==> config.mk <==
export PLATFORM = sky130hd
export DESIGN_NAME = md_issue_queue
export DESIGN_NICKNAME = d
export VERILOG_FILES = /design/src/rtl/md_issue_queue.sv
export SDC_FILE = /design/constraint.sdc
export NUM_CORES = 1
export LEC_CHECK = 0
export BUFFER_PORTS_ARGS = -buffer_cell sky130_fd_sc_hd__buf_2
export CORE_ASPECT_RATIO = 0.5
export CORE_MARGIN = 8
export CORE_UTILIZATION = 60
export DETAILED_ROUTE_END_ITERATION = 10
export PLACE_DENSITY = 0.89
export SLEW_MARGIN = 25
export SYNTH_ARGS = -nofsm -noshare
export SYNTH_HDL_FRONTEND = slang
export SYNTH_SLANG_ARGS = --single-unit
==> constraint.sdc <==
create_clock -name clk -period 7.02 [get_ports clk]
set_input_delay 1.404 -clock clk [delete_from_list [all_inputs] [get_ports clk]]
set_output_delay 1.404 -clock clk [all_outputs]
set_load 0.01 [all_outputs]
==> src/rtl/md_issue_queue.sv <==
// md_issue_queue: in-order issue queue for paired multiply/divide micro-ops.
// Each entry holds one pair packet (inst1 reads HI/LO and writes the high
// half, inst2 reads src1/src2 and writes the low half) plus four source-ready
// bits that are set by writeback wakeup broadcasts. Only the head entry may
// issue; its tags drive the PRF read ports directly.
//
// Optional feature: define MD_IQ_PERF_EN to add two saturating 32-bit
// performance counters (perf_full_cyc, perf_head_wait_cyc). Both clear on
// reset only.
module md_issue_queue #(
  parameter int DEPTH    = 4,
  parameter int PHY_W    = 6,
  parameter int ROB_W    = 4,
  parameter int OP_W     = 8,
  parameter int WK_PORTS = 4
) (
  input  logic                        clk,
  input  logic                        reset,
  input  logic                        flush,

  // dispatch side
  input  logic                        disp_valid,
  output logic                        disp_allowin,
  input  logic [OP_W-1:0]             disp_op,
  input  logic                        disp_rf_we1,
  input  logic                        disp_rf_we2,
  input  logic [PHY_W-1:0]            disp_dest1,
  input  logic [PHY_W-1:0]            disp_dest2,
  input  logic [ROB_W-1:0]            disp_rob1,
  input  logic [ROB_W-1:0]            disp_rob2,
  input  logic [PHY_W-1:0]            disp_hi,
  input  logic [PHY_W-1:0]            disp_lo,
  input  logic [PHY_W-1:0]            disp_src1,
  input  logic [PHY_W-1:0]            disp_src2,
  input  logic [3:0]                  disp_rdy,

  // writeback wakeup broadcasts
  input  logic [WK_PORTS-1:0]         wk_valid,
  input  logic [WK_PORTS*PHY_W-1:0]   wk_tag,

  // issue side
  output logic                        iss_valid,
  input  logic                        md_allowin,
  output logic [OP_W-1:0]             iss_op,
  output logic                        iss_rf_we1,
  output logic                        iss_rf_we2,
  output logic [PHY_W-1:0]            iss_dest1,
  output logic [PHY_W-1:0]            iss_dest2,
  output logic [ROB_W-1:0]            iss_rob1,
  output logic [ROB_W-1:0]            iss_rob2,
  output logic [PHY_W-1:0]            iss_hi,
  output logic [PHY_W-1:0]            iss_lo,
  output logic [PHY_W-1:0]            iss_src1,
  output logic [PHY_W-1:0]            iss_src2,

  output logic [$clog2(DEPTH):0]      count
`ifdef MD_IQ_PERF_EN
  ,
  output logic [31:0]                 perf_full_cyc,
  output logic [31:0]                 perf_head_wait_cyc
`endif
);

  localparam int PTR_W = $clog2(DEPTH);
  localparam int CNT_W = PTR_W + 1;
  localparam logic [CNT_W-1:0] FULL_CNT = CNT_W'(DEPTH);

  // Source slot k: 0=hi, 1=lo, 2=src1, 3=src2 (same order as disp_rdy).
  typedef struct packed {
    logic [OP_W-1:0]       op;
    logic                  rf_we1;
    logic                  rf_we2;
    logic [PHY_W-1:0]      dest1;
    logic [PHY_W-1:0]      dest2;
    logic [ROB_W-1:0]      rob1;
    logic [ROB_W-1:0]      rob2;
    logic [3:0][PHY_W-1:0] src;
  } payload_t;

  // True when any strobed wakeup port carries the given tag.
  function automatic logic wk_hit(input logic [WK_PORTS-1:0]       v,
                                  input logic [WK_PORTS*PHY_W-1:0] t,
                                  input logic [PHY_W-1:0]          tag);
    logic hit;
    hit = 1'b0;
    for (int i = 0; i < WK_PORTS; i++) begin
      if (v[i] && (t[i*PHY_W +: PHY_W] == tag)) hit = 1'b1;
    end
    return hit;
  endfunction

  // ---------------------------------------------------------------------
  // State
  // ---------------------------------------------------------------------
  payload_t                  payload_q [DEPTH];
  payload_t                  payload_d [DEPTH];
  logic [DEPTH-1:0]          vld_q, vld_d;
  logic [DEPTH-1:0][3:0]     rdy_q, rdy_d;
  logic [PTR_W-1:0]          head_q, head_d;
  logic [PTR_W-1:0]          tail_q, tail_d;
  logic [CNT_W-1:0]          count_q, count_d;

  payload_t                  disp_payload;
  logic [3:0]                disp_rdy_cap;
  payload_t                  head_payload;
  logic                      disp_fire;
  logic                      iss_fire;

  // ---------------------------------------------------------------------
  // Handshakes
  // ---------------------------------------------------------------------
  // No bypass on full: a slot freed by issue is only visible next cycle.
  assign disp_allowin = (count_q != FULL_CNT);
  assign iss_valid    = vld_q[head_q] && (&rdy_q[head_q]);
  assign disp_fire    = disp_valid && disp_allowin && !flush;
  assign iss_fire     = iss_valid && md_allowin && !flush;

  // Pack the incoming pair and capture its ready bits, including zero-tag
  // sources and same-cycle wakeups so no broadcast is missed at dispatch.
  always_comb begin
    // NOTE: every always_comb output gets a default first so no path leaves
    // it unassigned; an unassigned path would infer a latch.
    disp_payload        = '0;
    disp_rdy_cap        = '0;
    disp_payload.op     = disp_op;
    disp_payload.rf_we1 = disp_rf_we1;
    disp_payload.rf_we2 = disp_rf_we2;
    disp_payload.dest1  = disp_dest1;
    disp_payload.dest2  = disp_dest2;
    disp_payload.rob1   = disp_rob1;
    disp_payload.rob2   = disp_rob2;
    disp_payload.src    = {disp_src2, disp_src1, disp_lo, disp_hi};
    for (int k = 0; k < 4; k++) begin
      disp_rdy_cap[k] = disp_rdy[k]
                     || (disp_payload.src[k] == '0)
                     || wk_hit(wk_valid, wk_tag, disp_payload.src[k]);
    end
  end

  // Next-state: wakeup, issue at head, dispatch at tail; flush overrides all.
  always_comb begin
    payload_d = payload_q;
    vld_d     = vld_q;
    rdy_d     = rdy_q;
    head_d    = head_q;
    tail_d    = tail_q;
    count_d   = count_q;

    for (int e = 0; e < DEPTH; e++) begin
      for (int k = 0; k < 4; k++) begin
        if (vld_q[e] && wk_hit(wk_valid, wk_tag, payload_q[e].src[k])) begin
          rdy_d[e][k] = 1'b1;
        end
      end
    end

    if (iss_fire) begin
      vld_d[head_q] = 1'b0;
      rdy_d[head_q] = '0;
      head_d        = head_q + PTR_W'(1);
    end

    // Head and tail only coincide when empty (no issue) or full (no dispatch),
    // so the two updates above and below never target the same live slot.
    if (disp_fire) begin
      payload_d[tail_q] = disp_payload;
      vld_d[tail_q]     = 1'b1;
      rdy_d[tail_q]     = disp_rdy_cap;
      tail_d            = tail_q + PTR_W'(1);
    end

    unique case ({disp_fire, iss_fire})
      2'b10:   count_d = count_q + CNT_W'(1);
      2'b01:   count_d = count_q - CNT_W'(1);
      default: count_d = count_q;
    endcase

    if (flush) begin
      vld_d   = '0;
      rdy_d   = '0;
      head_d  = '0;
      tail_d  = '0;
      count_d = '0;
    end
  end

  // Control state: pointers, occupancy, valid and ready bits.
  always_ff @(posedge clk) begin
    // NOTE: sequential state uses non-blocking assignments so every flop
    // samples the pre-edge values regardless of statement order.
    if (reset) begin
      vld_q   <= '0;
      rdy_q   <= '0;
      head_q  <= '0;
      tail_q  <= '0;
      count_q <= '0;
    end else begin
      vld_q   <= vld_d;
      rdy_q   <= rdy_d;
      head_q  <= head_d;
      tail_q  <= tail_d;
      count_q <= count_d;
    end
  end

  // Entry payload storage.
  always_ff @(posedge clk) begin
    // NOTE: the payload array has no reset; its contents are only consumed
    // while the matching valid bit is set, and that bit is reset.
    for (int e = 0; e < DEPTH; e++) begin
      payload_q[e] <= payload_d[e];
    end
  end

  // ---------------------------------------------------------------------
  // Head presentation (PRF read addresses come straight from the head)
  // ---------------------------------------------------------------------
  assign head_payload = payload_q[head_q];
  assign iss_op       = head_payload.op;
  assign iss_rf_we1   = head_payload.rf_we1;
  assign iss_rf_we2   = head_payload.rf_we2;
  assign iss_dest1    = head_payload.dest1;
  assign iss_dest2    = head_payload.dest2;
  assign iss_rob1     = head_payload.rob1;
  assign iss_rob2     = head_payload.rob2;
  assign iss_hi       = head_payload.src[0];
  assign iss_lo       = head_payload.src[1];
  assign iss_src1     = head_payload.src[2];
  assign iss_src2     = head_payload.src[3];
  assign count        = count_q;

`ifdef MD_IQ_PERF_EN
  // ---------------------------------------------------------------------
  // Performance counters (saturating, cleared by reset only)
  // ---------------------------------------------------------------------
  logic [31:0] perf_full_q, perf_full_d;
  logic [31:0] perf_wait_q, perf_wait_d;

  // Count dispatch back-pressure cycles and head-blocked cycles.
  always_comb begin
    perf_full_d = perf_full_q;
    perf_wait_d = perf_wait_q;
    if ((count_q == FULL_CNT) && disp_valid && (perf_full_q != '1)) begin
      perf_full_d = perf_full_q + 32'd1;
    end
    if (vld_q[head_q] && !(&rdy_q[head_q]) && (perf_wait_q != '1)) begin
      perf_wait_d = perf_wait_q + 32'd1;
    end
  end

  // Counter registers.
  always_ff @(posedge clk) begin
    if (reset) begin
      perf_full_q <= '0;
      perf_wait_q <= '0;
    end else begin
      perf_full_q <= perf_full_d;
      perf_wait_q <= perf_wait_d;
    end
  end

  assign perf_full_cyc      = perf_full_q;
  assign perf_head_wait_cyc = perf_wait_q;
`endif

endmodule

**Yosys cells after proc, flatten, opt, wreduce, memory -nomap -nowiden**

Index checks and enable logic that the tools add are counted.

- Shift operators: 0
- Bitwise gates (word level): 7
- Multipliers: 0
- Mux-type cells: 120
- $lt $le $gt $ge: 7
- Divide/modulo/power cells: 0
- Equal/unequal tests: 83
- Add/sub/neg operators: 4
- Reductions and logical operators: 120

Operators by type and width:

| cell | count |
|---|---|
| $eq 6x6->1 | 80 |
| $bwmux 216 | 1 |
| $mux 54 | 3 |
| $bmux 54 s2 | 1 |
| $demux 54 s2 | 1 |
| $logic_and 1x1->1 | 104 |
| $mux 1 | 99 |
| $mux 16 | 2 |
| $logic_not 6->1 | 4 |
| $mux 4 | 5 |
| $and 16x16->16 | 1 |
| $bwmux 16 | 1 |
| $demux 4 s2 | 2 |
| $not 16->16 | 1 |
| $bmux 4 s2 | 1 |
| $logic_or 1x1->1 | 8 |
| $ge 3x3->1 const B | 2 |
| $lt 2x3->1 const B | 2 |
| $not 2->3 | 2 |
| $pmux 3 s2 | 1 |
| $add 2x1->2 const B | 2 |
| $and 4x4->4 | 1 |
| $demux 1 s2 | 2 |
| $ge 2x1->1 const B | 2 |
| 13 further kinds | 13 |

- Bits in read-only memories: 0
- Flip-flop bits (word level): 243
- Memory bits (writable): 0
- Input bits: 91
- Memories kept: 0
- Latch bits: 0

**Depth between registers and ports, before layout**

- Depth after elaboration: 12
- Gate-level depth with buffers: 12
- Gate-level depth less buffers: 11

**Worst setup path before layout**

OpenSTA, ideal clock, no wires.

- Path kind: input-to-reg
- Start point: in disp_valid
- End point: reg payload_q[0] (netlist bit), enable pin
- Cell stages on the path: 4
- Path buffers: 1
- Data required time: 6.602 ns
- Arrival: 3.278 ns
- Setup slack: 3.324 ns
- Cells stage by stage: nand2_1 -> nor2_1 -> clkbuf_1 -> and2_1

- Word-level cells in the longest chain between the ends: 2

Ends and longest elaborated chain:

| item | line | text |
|---|---|---|
| from (decl) | 22 | `input logic disp_valid,` |
| $logic_and 1x1->1 (2 in a row) | 115 | `assign disp_fire = disp_valid && disp_allowin && !flush;` |
| to (signal, indexed assignment) | 211 | `payload_q[e] <= payload_d[e];` |
| to (decl) | 95 | `payload_t payload_q [DEPTH];` |

No other way between the ends.
A chain may end at the register's enable or synchronous reset.

**Worst setup path after layout**

- Start point: reg head_q[0]
- End point: out iss_hi[4]

- Word-level cells in the longest chain between the ends: 4

Ends and longest elaborated chain:

| item | line | text |
|---|---|---|
| from (decl) | 99 | `logic [PTR_W-1:0] head_q, head_d;` |
| from (signal assigned) | 194 | `head_q <= '0;` |
| from (signal assigned) | 200 | `head_q <= head_d;` |
| $not 2->3 (not written as such) | 218 | `assign head_payload = payload_q[head_q];` |
| $bmux 54 s2 | 218 |  |
| $mux 54 (not written as such) (2 in a row) | 218 |  |
| to (decl) | 51 | `output logic [PHY_W-1:0] iss_hi,` |

No other way between the ends. The select of a mux whose other input is x is not followed.

==> flow_summary.ini <==
[clock_tree]
post_cts_buffers = 0
clock_sinks = 243
cts_max_level = 1
cts-root-buf = clkbuf_16
clkTransAtPathRegs_ns = 0.06
cts_buffers = 23
hold_buffers = 0
cts_tree = done
insertion_delay_ns = 0.55
cts_resized = 0
cts_buffer_depth = 3

[sta]
slew-limit-headroom_pct = 30.6
finClkSkew_ns = 0.0341
fmax_mhz = 242
tightestPinTransition_ns = 1.03
fin_crit_sh_pct = 58.9
setup_violations = 0
period_needed_ns = 4.14
tns_ns = 0
slew_violations = 0
rsz0062_at_grt = false
finalHoldViolCount = 0

[finish]
final_cell_mix = xor2_1 (244), xnor2_1 (238), edfxtp_1 (216)
syn_to_final_growth_pct = 6.20
drive_gt1_share_pct = 19.5
fillers = 1741
layout.nets = 1355
fin_cells = 1613
diodes = 0
mostFrequentLayoutCell = xor2_1

[yosys]
syn_area_mm2 = 0.0153
yosysUniqueCellTypes = 38
yosysWarnings = 0
yosysSeqAreaShare_pct = 45.8
syn_nets = 1368
ys_seq_elements = 243
synth_cells = 1267
syn_area_per_cell_um2 = 12.1

[global_routing]
grt_max_degree = 61
antenna_found_initial = 1
grt-ovfl-total = 0
grt_pass1_wl_um = 65200
grt_pass1_vias = 11100
grt_usage_pct = 26.9

[pwr]
ir_worst_vdd_mv = 0.157
p_per_area_mw_per_mm2 = 197
p_leak_nw = 5.35

[critical_path]
crit_type = reg2out
rrSetupSlack_ns = 3.76
slowest_stage = buf_4
cp_data_arrival_time_ns = 2.73
slowest_delay_ns = 0.72
worstPathMaxFanout = 41
worst-r2r-cell-count = 8
path_cells = buf_4 > mux4_2 > buf_2
crit_required_ns = 5.62
critPathCaptureType = output pin
start_kind = flip-flop

[placed_design]
portBuffers = 149
post-place-cells = 1573
dp_hpwl_um = 26700
finalWeightedCongestion = 0.935

[detailed_routing]
wl_per_cell_um = 26.9
drt_first_pass_iters = 6
drc_errors = 0
antenna_left = 0
drt-total-wl_um = 43400
via_count = 10800
drt_iter0_drc = 1314
viasPerCell = 6.71

[die]
core_mm2 = 0.0251
rows = 41
dieArea_mm2 = 0.0312
die_x_um = 242
die_h_um = 129
ios = 150
initial_core_util_pct = 61.0

[job]
maxCapViolations = 0

[run_status]
status = complete, no violations

[hold_path]
hold_path_depth = 2
hold_path.class = reg2reg
[where the power goes]
group	switching [mW]	internal, mW
clock	0.536	0.645
sequential	0.0236	1.60
combinational	0.251	0.154
[cells in the mapped netlist, drive strengths merged]
library cell,number,area [µm²]
xor2,244,2140
xnor2,238,2080
edfxtp,216,6490
buf,110,617
clkbuf,82,359
nor4,82,513
nand4,80,500
mux4,54,1220
dfxtp,27,541
a21oi,22,114
or4,19,143
o22ai,17,106
nor2,11,41.3
ha,9,113
inv,9,33.8
nand2,8,30.0
nand3,6,30.0
o21a,5,37.5
a21boi,4,30.0
a221o,4,40.0
and2,4,25.0
o41ai,3,26.3
nand4b,2,17.5
o2111ai,2,17.5
a22oi,1,7.51
and3b,1,8.76
fa,1,20.0
mux2i,1,10.0
o21ai,1,5.00
o221ai,1,8.76
o31ai,1,7.51
or2,1,6.26
or3,1,6.26
[flip-flops by register name, indices dropped and copies added (netlist names)]
register and count:
tail_q 2, count 3, payload_q 216, head_q 2, vld_q 4, rdy_q 16
[metal layers]
metal / routed length, µm / global-route usage, % / share of wire [%]
met4: 2210 / 14.5 / 5.1
met3: 5370 / 7.07 / 12
met2: 20000 / 43.5 / 46
met1: 15800 / 33.3 / 36
met5: 10 / 0 / 0.023
[area by class of cell]
| class | count | area, µm² | share of cell area [%] |
|---|---|---|---|
| Tap cell | 344 | 430 | 2.64 |
| Clock inverter | 12 | 100 | 0.614 |
| Clock buffer | 28 | 594 | 3.65 |
| Multi-Input combinational cell | 823 | 7310 | 44.9 |
| Timing Repair Buffer | 154 | 783 | 4.81 |
| Sequential cell | 243 | 7030 | 43.2 |
| Inverter | 9 | 33.8 | 0.207 |
[kinds of logic (layout without fill, tap and decap cells)]
group | after synthesis | in the layout | share of synthesized area (%)
fa+ha+maj | 10 | 10 | 0.865
mux | 55 | 55 | 7.99
buf+inv | 201 | 203 | 6.58
compound gates | 61 | 61 | 2.61
flops | 243 | 243 | 45.8
xor+xnor | 482 | 482 | 27.5
simple gates | 215 | 215 | 8.61
[metrics by stage]
| step | utilization (%) | worst slack, ns | hold slack [ns] | power (mW) | area (µm²) |
|---|---|---|---|---|---|
| floorplan | - | 3.32 | 0.469 | 1.93 | 15300 |
| global placement | 62.0 | 3.42 | 0.480 | 2.03 | 15600 |
| detailed placement | 62.0 | 3.35 | 0.508 | 2.04 | 15600 |
| CTS | 64.8 | 2.88 | 0.525 | 3.21 | 16300 |
| global route | 64.8 | 2.77 | 0.537 | 3.29 | 16300 |
| finish | 64.8 | 2.88 | 0.521 | 3.21 | 16300 |
[critical path: cells and delay by family, from the launching register on]
family	cells	cell delay, ns
buf+inv	2	0.89
mux	1	0.66
flops	1	0.56
[worst paths after layout]
kind / startpoint / endpoint
worst max register to register: head_q[1] / count[2]
worst min-delay path: count[1] / count[1]
worst max-delay path: head_q[0] / iss_hi[4]
worst min register to register: count[1] / count[1]
(Power assumes the default switching activity.)
